File: src/rtl/sum_pipe_pkg.sv
// Shared defaults and the stage record for the sum_pipe registered adder.
package sum_pipe_pkg;

  localparam int SUM_PIPE_WIDTH_DEF  = 8;
  localparam int SUM_PIPE_STAGES_DEF = 2;

  // Default-width view of one stage; modules re-declare it at their own WIDTH.
  typedef struct packed {
    logic                          vld;
    logic                          carry;
    logic [SUM_PIPE_WIDTH_DEF-1:0] sum;
  } sum_stage_t;

endpackage

File: src/rtl/sum_pipe_stage.sv
// One elastic register slot of sum_pipe: holds {vld, carry, sum} and advances
// whenever it is empty or the downstream slot advances.
module sum_pipe_stage
  import sum_pipe_pkg::*;
#(
  parameter int WIDTH = SUM_PIPE_WIDTH_DEF
) (
  input  logic             clk,
  input  logic             aresetn,
  input  logic             up_vld_i,
  input  logic             up_carry_i,
  input  logic [WIDTH-1:0] up_sum_i,
  input  logic             adv_next_i,
  output logic             adv_o,
  output logic             vld_o,
  output logic             carry_o,
  output logic [WIDTH-1:0] sum_o
);

  typedef struct packed {
    logic             vld;
    logic             carry;
    logic [WIDTH-1:0] sum;
  } stage_t;

  stage_t stage_q, stage_d;

  // Data only loads on an accepted beat so idle bubbles never overwrite it.
  always_comb begin
    adv_o   = !stage_q.vld || adv_next_i;
    stage_d = stage_q;
    if (adv_o) begin
      stage_d.vld = up_vld_i;
      if (up_vld_i) begin
        stage_d.sum   = up_sum_i;
        stage_d.carry = up_carry_i;
      end
    end
  end

  always_ff @(posedge clk or negedge aresetn) begin
    if (!aresetn) begin
      stage_q <= '0;
    end else begin
      stage_q <= stage_d;
    end
  end

  assign vld_o   = stage_q.vld;
  assign carry_o = stage_q.carry;
  assign sum_o   = stage_q.sum;

endmodule

File: src/rtl/sum_pipe.sv
// Back-pressurable pipelined adder c = a + b with carry-out over STAGES slots.
// Define SUM_PIPE_SAT_EN to saturate c to all ones when the sum overflows.
module sum_pipe
  import sum_pipe_pkg::*;
#(
  parameter int WIDTH  = SUM_PIPE_WIDTH_DEF,
  parameter int STAGES = SUM_PIPE_STAGES_DEF
) (
  input  logic             clk,
  input  logic             aresetn,
  input  logic [WIDTH-1:0] a,
  input  logic [WIDTH-1:0] b,
  input  logic             in_valid,
  output logic             in_ready,
  output logic [WIDTH-1:0] c,
  output logic             c_carry,
  output logic             out_valid,
  input  logic             out_ready
);

  // Chain index 0 is the entry adder; index k+1 is the output of slot k.
  logic [STAGES:0] adv;
  logic [STAGES:0] vldChain;
  logic [STAGES:0] carryChain;
  logic [WIDTH-1:0] sumChain [STAGES+1];
  logic [WIDTH:0]   entrySum;

  assign entrySum      = {1'b0, a} + {1'b0, b};
  assign sumChain[0]   = entrySum[WIDTH-1:0];
  assign carryChain[0] = entrySum[WIDTH];
  assign vldChain[0]   = in_valid;
  assign adv[STAGES]   = out_ready;

  for (genvar k = 0; k < STAGES; k++) begin : gStage
    sum_pipe_stage #(
      .WIDTH(WIDTH)
    ) uStage (
      .clk        (clk),
      .aresetn    (aresetn),
      .up_vld_i   (vldChain[k]),
      .up_carry_i (carryChain[k]),
      .up_sum_i   (sumChain[k]),
      .adv_next_i (adv[k+1]),
      .adv_o      (adv[k]),
      .vld_o      (vldChain[k+1]),
      .carry_o    (carryChain[k+1]),
      .sum_o      (sumChain[k+1])
    );
  end

  assign in_ready  = adv[0];
  assign out_valid = vldChain[STAGES];
  assign c_carry   = carryChain[STAGES];

  always_comb begin
    c = sumChain[STAGES];
`ifdef SUM_PIPE_SAT_EN
    if (carryChain[STAGES]) begin
      c = '1;
    end
`endif
  end

endmodule

File: config.mk
export PLATFORM = sky130hd
export DESIGN_NAME = sum_pipe
export DESIGN_NICKNAME = d
export VERILOG_FILES = /design/src/rtl/sum_pipe_pkg.sv /design/src/rtl/sum_pipe_stage.sv /design/src/rtl/sum_pipe.sv
export SDC_FILE = /design/constraint.sdc
export NUM_CORES = 1
export LEC_CHECK = 0
export CORE_MARGIN = 1.5
export CORE_UTILIZATION = 53
export CTS_BUF_LIST = sky130_fd_sc_hd__clkbuf_4
export CTS_CLUSTER_SIZE = 40
export DETAILED_ROUTE_END_ITERATION = 16
export HOLD_SLACK_MARGIN = 0.05
export PLACE_DENSITY = 0.86
export REMOVE_ABC_BUFFERS = 1
export SYNTH_ARGS = -nofsm -noshare
export SYNTH_HDL_FRONTEND = slang
export SYNTH_HIERARCHICAL = 1
export SYNTH_SLANG_ARGS = --single-unit
File: constraint.sdc
create_clock -name clk -period 2.8 [get_ports clk]
set_clock_uncertainty 0.15 [all_clocks]
set_input_delay 0.28 -clock clk [delete_from_list [all_inputs] [get_ports clk]]
set_output_delay 0.28 -clock clk [all_outputs]
set_load 0.01 [all_outputs]
==> impl_results.md, run 1 <==
* Post-DP HPWL at 1520 um
* DRT iter0 DRCs at 6
* Antenna violations before repair at 0
* Die Area at roughly 2500 um^2
* Synth top cells by count: 20 x dfrtp_1, 18 x mux2_4, 8 x ha_1, 5 x a21oi_1, 3 x nand2_1
* RSZ-0062 raised after global routing: false
* Worst slew pin tran at 0.843 ns
* H-tree depth at 1
* Number of global-route vias before repair at 715
* Post-Synth XOR/XNOR Area at 2.98%
* Starting density of the core at between 50% and 60%
* # port buffers at 30
* Finished Layout Cells at between 100 and 150
* Die height at around 50 um
* Slowest cell on the critical path: fa_1
* Combinational power share at 41.7%
* CTS tree: done
* Cell breakdown of the critical path: clkdlybuf4s50_1, ha_1, fa_1, a21oi_1, nor2_1, nor2_1, o21ai_0, mux2_4
* Layout area overhead at 30.4%
* Final setup violation count at 0
* Clk_lat worst skew at 0.28 ns
* Switching power total at approximately 260 uW
* Hold crit path type: in2async
* FMAX at approximately 470 MHz
* First-pass GRT wire length at around 3100 um
* Startpoint Class: input port
* Largest family of logic cells by synthesized area: multiplexers
* Status: complete, no violations
* Mapped Cells at 86
* Adder and majority gate portion of the synthesized area at between 10% and 20%
* Ys async rst share at 100%
* Synthesized flop and latch total at 20
* Final Max Slew Viols at 0
* Simple-gate share of the synthesized area at between 10% and 20%
* Synth cell types at 25
* Final Wtd Congestion at about 0.74
* Most common cell in the netlist: dfrtp_1
* Internal Power at between 600 and 700 uW
* Footprint of the multi-input gates at between 600 and 700 um^2
* CP bufs+invs at 1
* Post-Syn Area at roughly 1200 um^2
* Setup crit end kind: register
* Average wire per standard cell at between 10 and 15 um
* EDFF count, synth at 0
* Routed wire length at between 1500 and 2000 um
* Routed Antenna Nets at 0
* Fillers at 133
* Inst Count DP at 143
* Critical path's top delay family: adder cells
* Worst Path Required at about 2.8 ns
* Ys flop type: dfrtp_1
* FP Rows at 16
* Share of cells above drive strength 1 at between 20% and 30%
* CTS Root Cell: clkbuf_4
* Global route overflow at 0
* Sequential cell area at approximately 500 um^2
* Crit path DAT at about 2.2 ns
* WS Path Type: in2reg
* Final net count at 150
* Core area at around 2000 um^2
* I/O pin count at 31
* DRC Markers at 0
* Dominant cells by area after synthesis: dfrtp_1 43%, mux2_4 23%, ha_1 8.5%
* Worst path max stage delay at about 0.41 ns
* Via-to-Cell Ratio at 5.25
* Peak VDD IR at between 300 and 400 uV
* # hold bufs at CTS at 0
* Max-slew headroom at 43.6%
* Share of the synthesized area in the top cell type at a little over two fifths
* Multiplexer share of the synthesized area at between 20% and 30%
* Total GRT Usage at ~17%
* Sw Share at a little over a quarter
* First-pass DRT Iterations at 4
* Final setup TNS at 0 ns
* CTS-repair resized insts at 0
* Largest net degree at the start of global routing at 21
* N_diodes at 0
* Synth warn at 6
* Max FO, Critical Path at 2
* Clk network pwr share at a little over an eighth
* Die Wd at ~50 um
* Final period util at 76.4%
* Max Cap Viol at 0
* Syn_area_per_cell at 13.7 um^2
* Synth Area in Compound Gates at about 7.7%
* Sequential fraction of the synthesis area at between 40 and 50%
* Worst-path clk slew at approximately 0.1 ns
* Pwr Density at about 620 nW/um^2
* Leakage at roughly 0.71 nW
* Via count at between 700 and 800
* Biggest area consumer among synthesized cells: dfrtp_1
* Longest Clk Path Bufs at 2
* Sequential share of power at between 40% and 50%
* Final Hold Violating Endpoints at 0
* Num Clock Sinks at 20
* Most Frequent Cell on Critical Path: nor2_1
* Tmin final at around 2.1 ns
* CTS Buf Count at 3
* Setup bufs post-CTS at 0
* Fin Hold WS at ~0.32 ns
[power groups by stage]
stage          sequential [mW]  clock [mW]  combinational (mW)
2_1_floorplan            0.449           0               0.211
3_3_place_gp             0.431           0               0.389
3_5_place_dp             0.438           0               0.399
4_1_cts                  0.431       0.131               0.401
5_1_grt                  0.442       0.145               0.425
6_report                 0.430       0.124               0.397
[cell type report]
type	count	area share, %
multi-input cells	63	43.3
inverters	3	0.735
repair buffers	30	19.6
clock buffers	3	1.47
flip-flops and latches	20	32.7
well taps	27	2.21
[stage by stage]
stage               area, um^2  total power, mW  worst slack (ns)  utilization, %
floorplan                 1170            0.660             0.942               -
global placement          1510            0.820             0.446            74.6
detailed placement        1510            0.837             0.377            74.6
CTS                       1530            0.964             0.701            75.7
global route              1530             1.01             0.580            75.7
finish                    1530            0.951             0.661            75.7
[kinds of logic after synthesis]
logic type | after synthesis
adder cells (fa/ha/maj) | 9
flip-flops | 20
XOR/XNOR | 4
multiplexers | 19
AO/OA/AOI/OAI | 13
AND/OR/NAND/NOR | 18
buffers and inverters | 3
[final timing paths]
path / startpoint / end / slack, ns / cells after the start
min reg2reg: gStage[1].uStage/sum_o[7]$_DFFE_PN0P_ / gStage[1].uStage/sum_o[7]$_DFFE_PN0P_ / 0.37 / 1
min: aresetn / gStage[1].uStage/vld_o$_DFFE_PN0P_ / 0.32 / 1
max: a[0] / gStage[0].uStage/carry_o$_DFFE_PN0P_ / 0.66 / 8
min in group clk: gStage[1].uStage/sum_o[7]$_DFFE_PN0P_ / gStage[1].uStage/sum_o[7]$_DFFE_PN0P_ / 0.37 / 1
max reg2reg: gStage[1].uStage/vld_o$_DFFE_PN0P_ / gStage[0].uStage/carry_o$_DFFE_PN0P_ / 1.41 / 4
max in group asynchronous: aresetn / gStage[1].uStage/carry_o$_DFFE_PN0P_ / 1.66 / 1
[per-layer routing]
layer / share of wire [%] / GRT usage [%]
met2: 48 / 28.5
met5: 0 / 0
met3: 2.8 / 0.909
met1: 47 / 19.8
met4: 1.8 / 11.1
[state kept, by name, summed over array words and instances, names as in the netlist]
name,flops
gStage.uStage/vld_o,2
gStage.uStage/carry_o,2
gStage.uStage/sum_o,16
[cell usage in the layout (no fill, tap or decap)]
master           netlist  routed
nand2_8                2       2
nand2b_1               2       2
mux2i_1                1       1
xor2_1                 2       2
xnor2_1                2       2
inv_2                  1       1
a21oi_1                5       5
a221oi_1               1       1
nor2_1                 2       2
nor2b_1                2       2
clkdlybuf4s50_1        0      30
o21ai_0                1       1
a21o_1                 2       2
mux2_4                18      18
o21bai_1               1       1
ha_1                   8       8
dfrtp_1               20      20
nand2_1                3       3
a311o_1                2       2
inv_1                  2       2
nand3_1                2       2
clkbuf_4               0       3
a2111oi_0              1       1
nor4_1                 1       1
nand2b_4               2       2
nor3_1                 2       2
fa_1                   1       1
No activity file was read; power rests on OpenSTA's default activity.
==> inputs of run 2 (changes only) <==
Settings changed: CORE_UTILIZATION 53 to 50, PLACE_DENSITY 0.86 to 0.82.
Clock period 2.8 ns to 2 ns, I/O delays scaled along.
==> impl_results.md, run 2 (synthesis results as in run 1) <==
* Status: complete, no violations
* First-pass GRT wire length at 3800 um
* Max Cap Viol at 0
* Worst Path Required at 2.04 ns
* Longest Clk Path Bufs at 2
* Inst Count DP at between 150 and 200
* Largest net degree at the start of global routing at 21
* CTS Root Cell: clkbuf_4
* Design area at ~1700 um^2
* Setup crit end kind: register
* Die Wd at around 51 um
* Tmin final at around 1.9 ns
* Post-DP HPWL at between 1500 and 2000 um
* Number of global-route vias before repair at around 900
* H-tree depth at 1
* Switching power total at about 400 uW
* Clk network pwr share at 13.6%
* Core area at ~2200 um^2
* Most common cell after layout, fill and taps aside: clkdlybuf4s50_1
* Final setup TNS at 0 ns
* Final period util at a little over nine tenths
* Max-slew headroom at ~76%
* Combinational power share at 42.9%
* Die Area at 2650 um^2
* Crit path DAT at a little under 2 ns
* FMAX at ~510 MHz
* Final setup violation count at 0
* Fillers at roughly 160
* Hold crit path type: in2async
* Leakage at slightly below 0.8 nW
* CTS Buf Count at 3
* Total GRT Usage at about 20%
* Final Wtd Congestion at between 0.7 and 0.8
* WS Path Type: in2reg
* Average wire per standard cell at ~15 um
* Share of cells above drive strength 1 at around a third
* Peak VDD IR at roughly 600 uV
* DRT iter0 DRCs at 3
* Clk_lat worst skew at approximately 0.3 ns
* Final net count at 164
* Fin Hold WS at 0.0703 ns
* Worst slew pin tran at 0.345 ns
* Placed Area at about 1600 um^2
* Die height at roughly 51 um
* Internal Power at ~1.0 mW
* FP Rows at 17
* Via-to-Cell Ratio at between 5 and 6
* DRC Markers at 0
* Most frequent cells in the layout: 30 x clkdlybuf4s50_1, 20 x dfrtp_1, 18 x mux2_4
* Layout area overhead at 41.6%
* Finished Layout Cells at 162
* Via count at 853
* Startpoint Class: input port
* N_diodes at 0
* Max reg flops at 16
* Sw Share at 28.5%
* I/O pin count at 31
* Antenna violations before repair at 0
* # hold bufs at CTS at 0
* Max FO, Critical Path at 3
* Final Max Slew Viols at 0
* Routed wire length at approximately 2400 um
* Global route overflow at 0
* Pwr Density at approximately 840 nW/um^2
* Sequential share of power at 43.5%
* # port buffers at 30
* Starting density of the core at a little over half
* CTS tree: done
* Routed Antenna Nets at 0
* Num Clock Sinks at 20
* Setup bufs post-CTS at 0
* First-pass DRT Iterations at 4
* Worst-path clk slew at about 0.11 ns
* Final Hold Violating Endpoints at 0
-- run 2: stage by stage --
stage	total power, mW	worst slack (ns)	utilization (%)
after global routing	1.48	-0.0508	75.2
after detailed placement	1.21	-0.299	73.0
after floorplan	0.924	0.222	-
after global placement	1.18	-0.251	73.0
after CTS	1.40	0.0240	74.2
final	1.40	0.0523	75.2
-- run 2: area by class of cell --
cell class,instances,area (um^2),share of cell area [%]
multi-input cells,63,686,41.2
repair buffers,44,405,24.4
flip-flops and latches,20,500,30.1
clock buffers,3,22.5,1.35
clock inverters,1,3.75,0.226
inverters,3,11.3,0.677
well taps,28,35.0,2.11
-- run 2: power by group through the flow --
stage	clock [mW]	combinational, mW	sequential [mW]
4_1_cts	0.196	0.597	0.609
5_1_grt	0.211	0.645	0.623
3_3_place_gp	0	0.575	0.604
3_5_place_dp	0	0.596	0.616
2_1_floorplan	0	0.296	0.629
6_report	0.191	0.601	0.610
-- run 2: timing repair --
| item | in CTS | in global routing |
|---|---|---|
| resized for setup | 0 | 4 |
| hold endpoints to repair | 0 | 0 |
| endpoints found under the setup margin | 0 | 3 |
-- run 2: metal layers --
layer  vias up  share of wire [%]  global-route usage (%)
met2        27                 51                    33.1
met5         -                  0                       0
met3         7                3.5                   0.877
met1       408                 42                    24.7
met4         0                3.4                    11.8
li1        411                  -                       -
-- run 2: worst paths after layout --
kind / slack (ns) / from / cells past startpoint / end
max: 0.05 / a[0] / 8 / gStage[0].uStage/sum_o[5]$_DFFE_PN0P_
min: 0.07 / aresetn / 2 / gStage[1].uStage/sum_o[2]$_DFFE_PN0P_
max reg2reg: 0.63 / gStage[1].uStage/vld_o$_DFFE_PN0P_ / 4 / gStage[0].uStage/sum_o[5]$_DFFE_PN0P_
min reg2reg: 0.38 / gStage[0].uStage/sum_o[6]$_DFFE_PN0P_ / 1 / gStage[0].uStage/sum_o[6]$_DFFE_PN0P_
max in group asynchronous: 1.42 / aresetn / 2 / gStage[1].uStage/sum_o[7]$_DFFE_PN0P_
min in group clk: 0.38 / gStage[0].uStage/sum_o[6]$_DFFE_PN0P_ / 1 / gStage[0].uStage/sum_o[6]$_DFFE_PN0P_
-- run 2: critical path, cell delays in order --
cell,delay [ns]
clkdlybuf4s50_1,0.46
ha_1,0.19
buf_4,0.13
nand3_1,0.14
a21oi_2,0.21
nor4_1,0.07
a311o_1,0.32
mux2_4,0.27
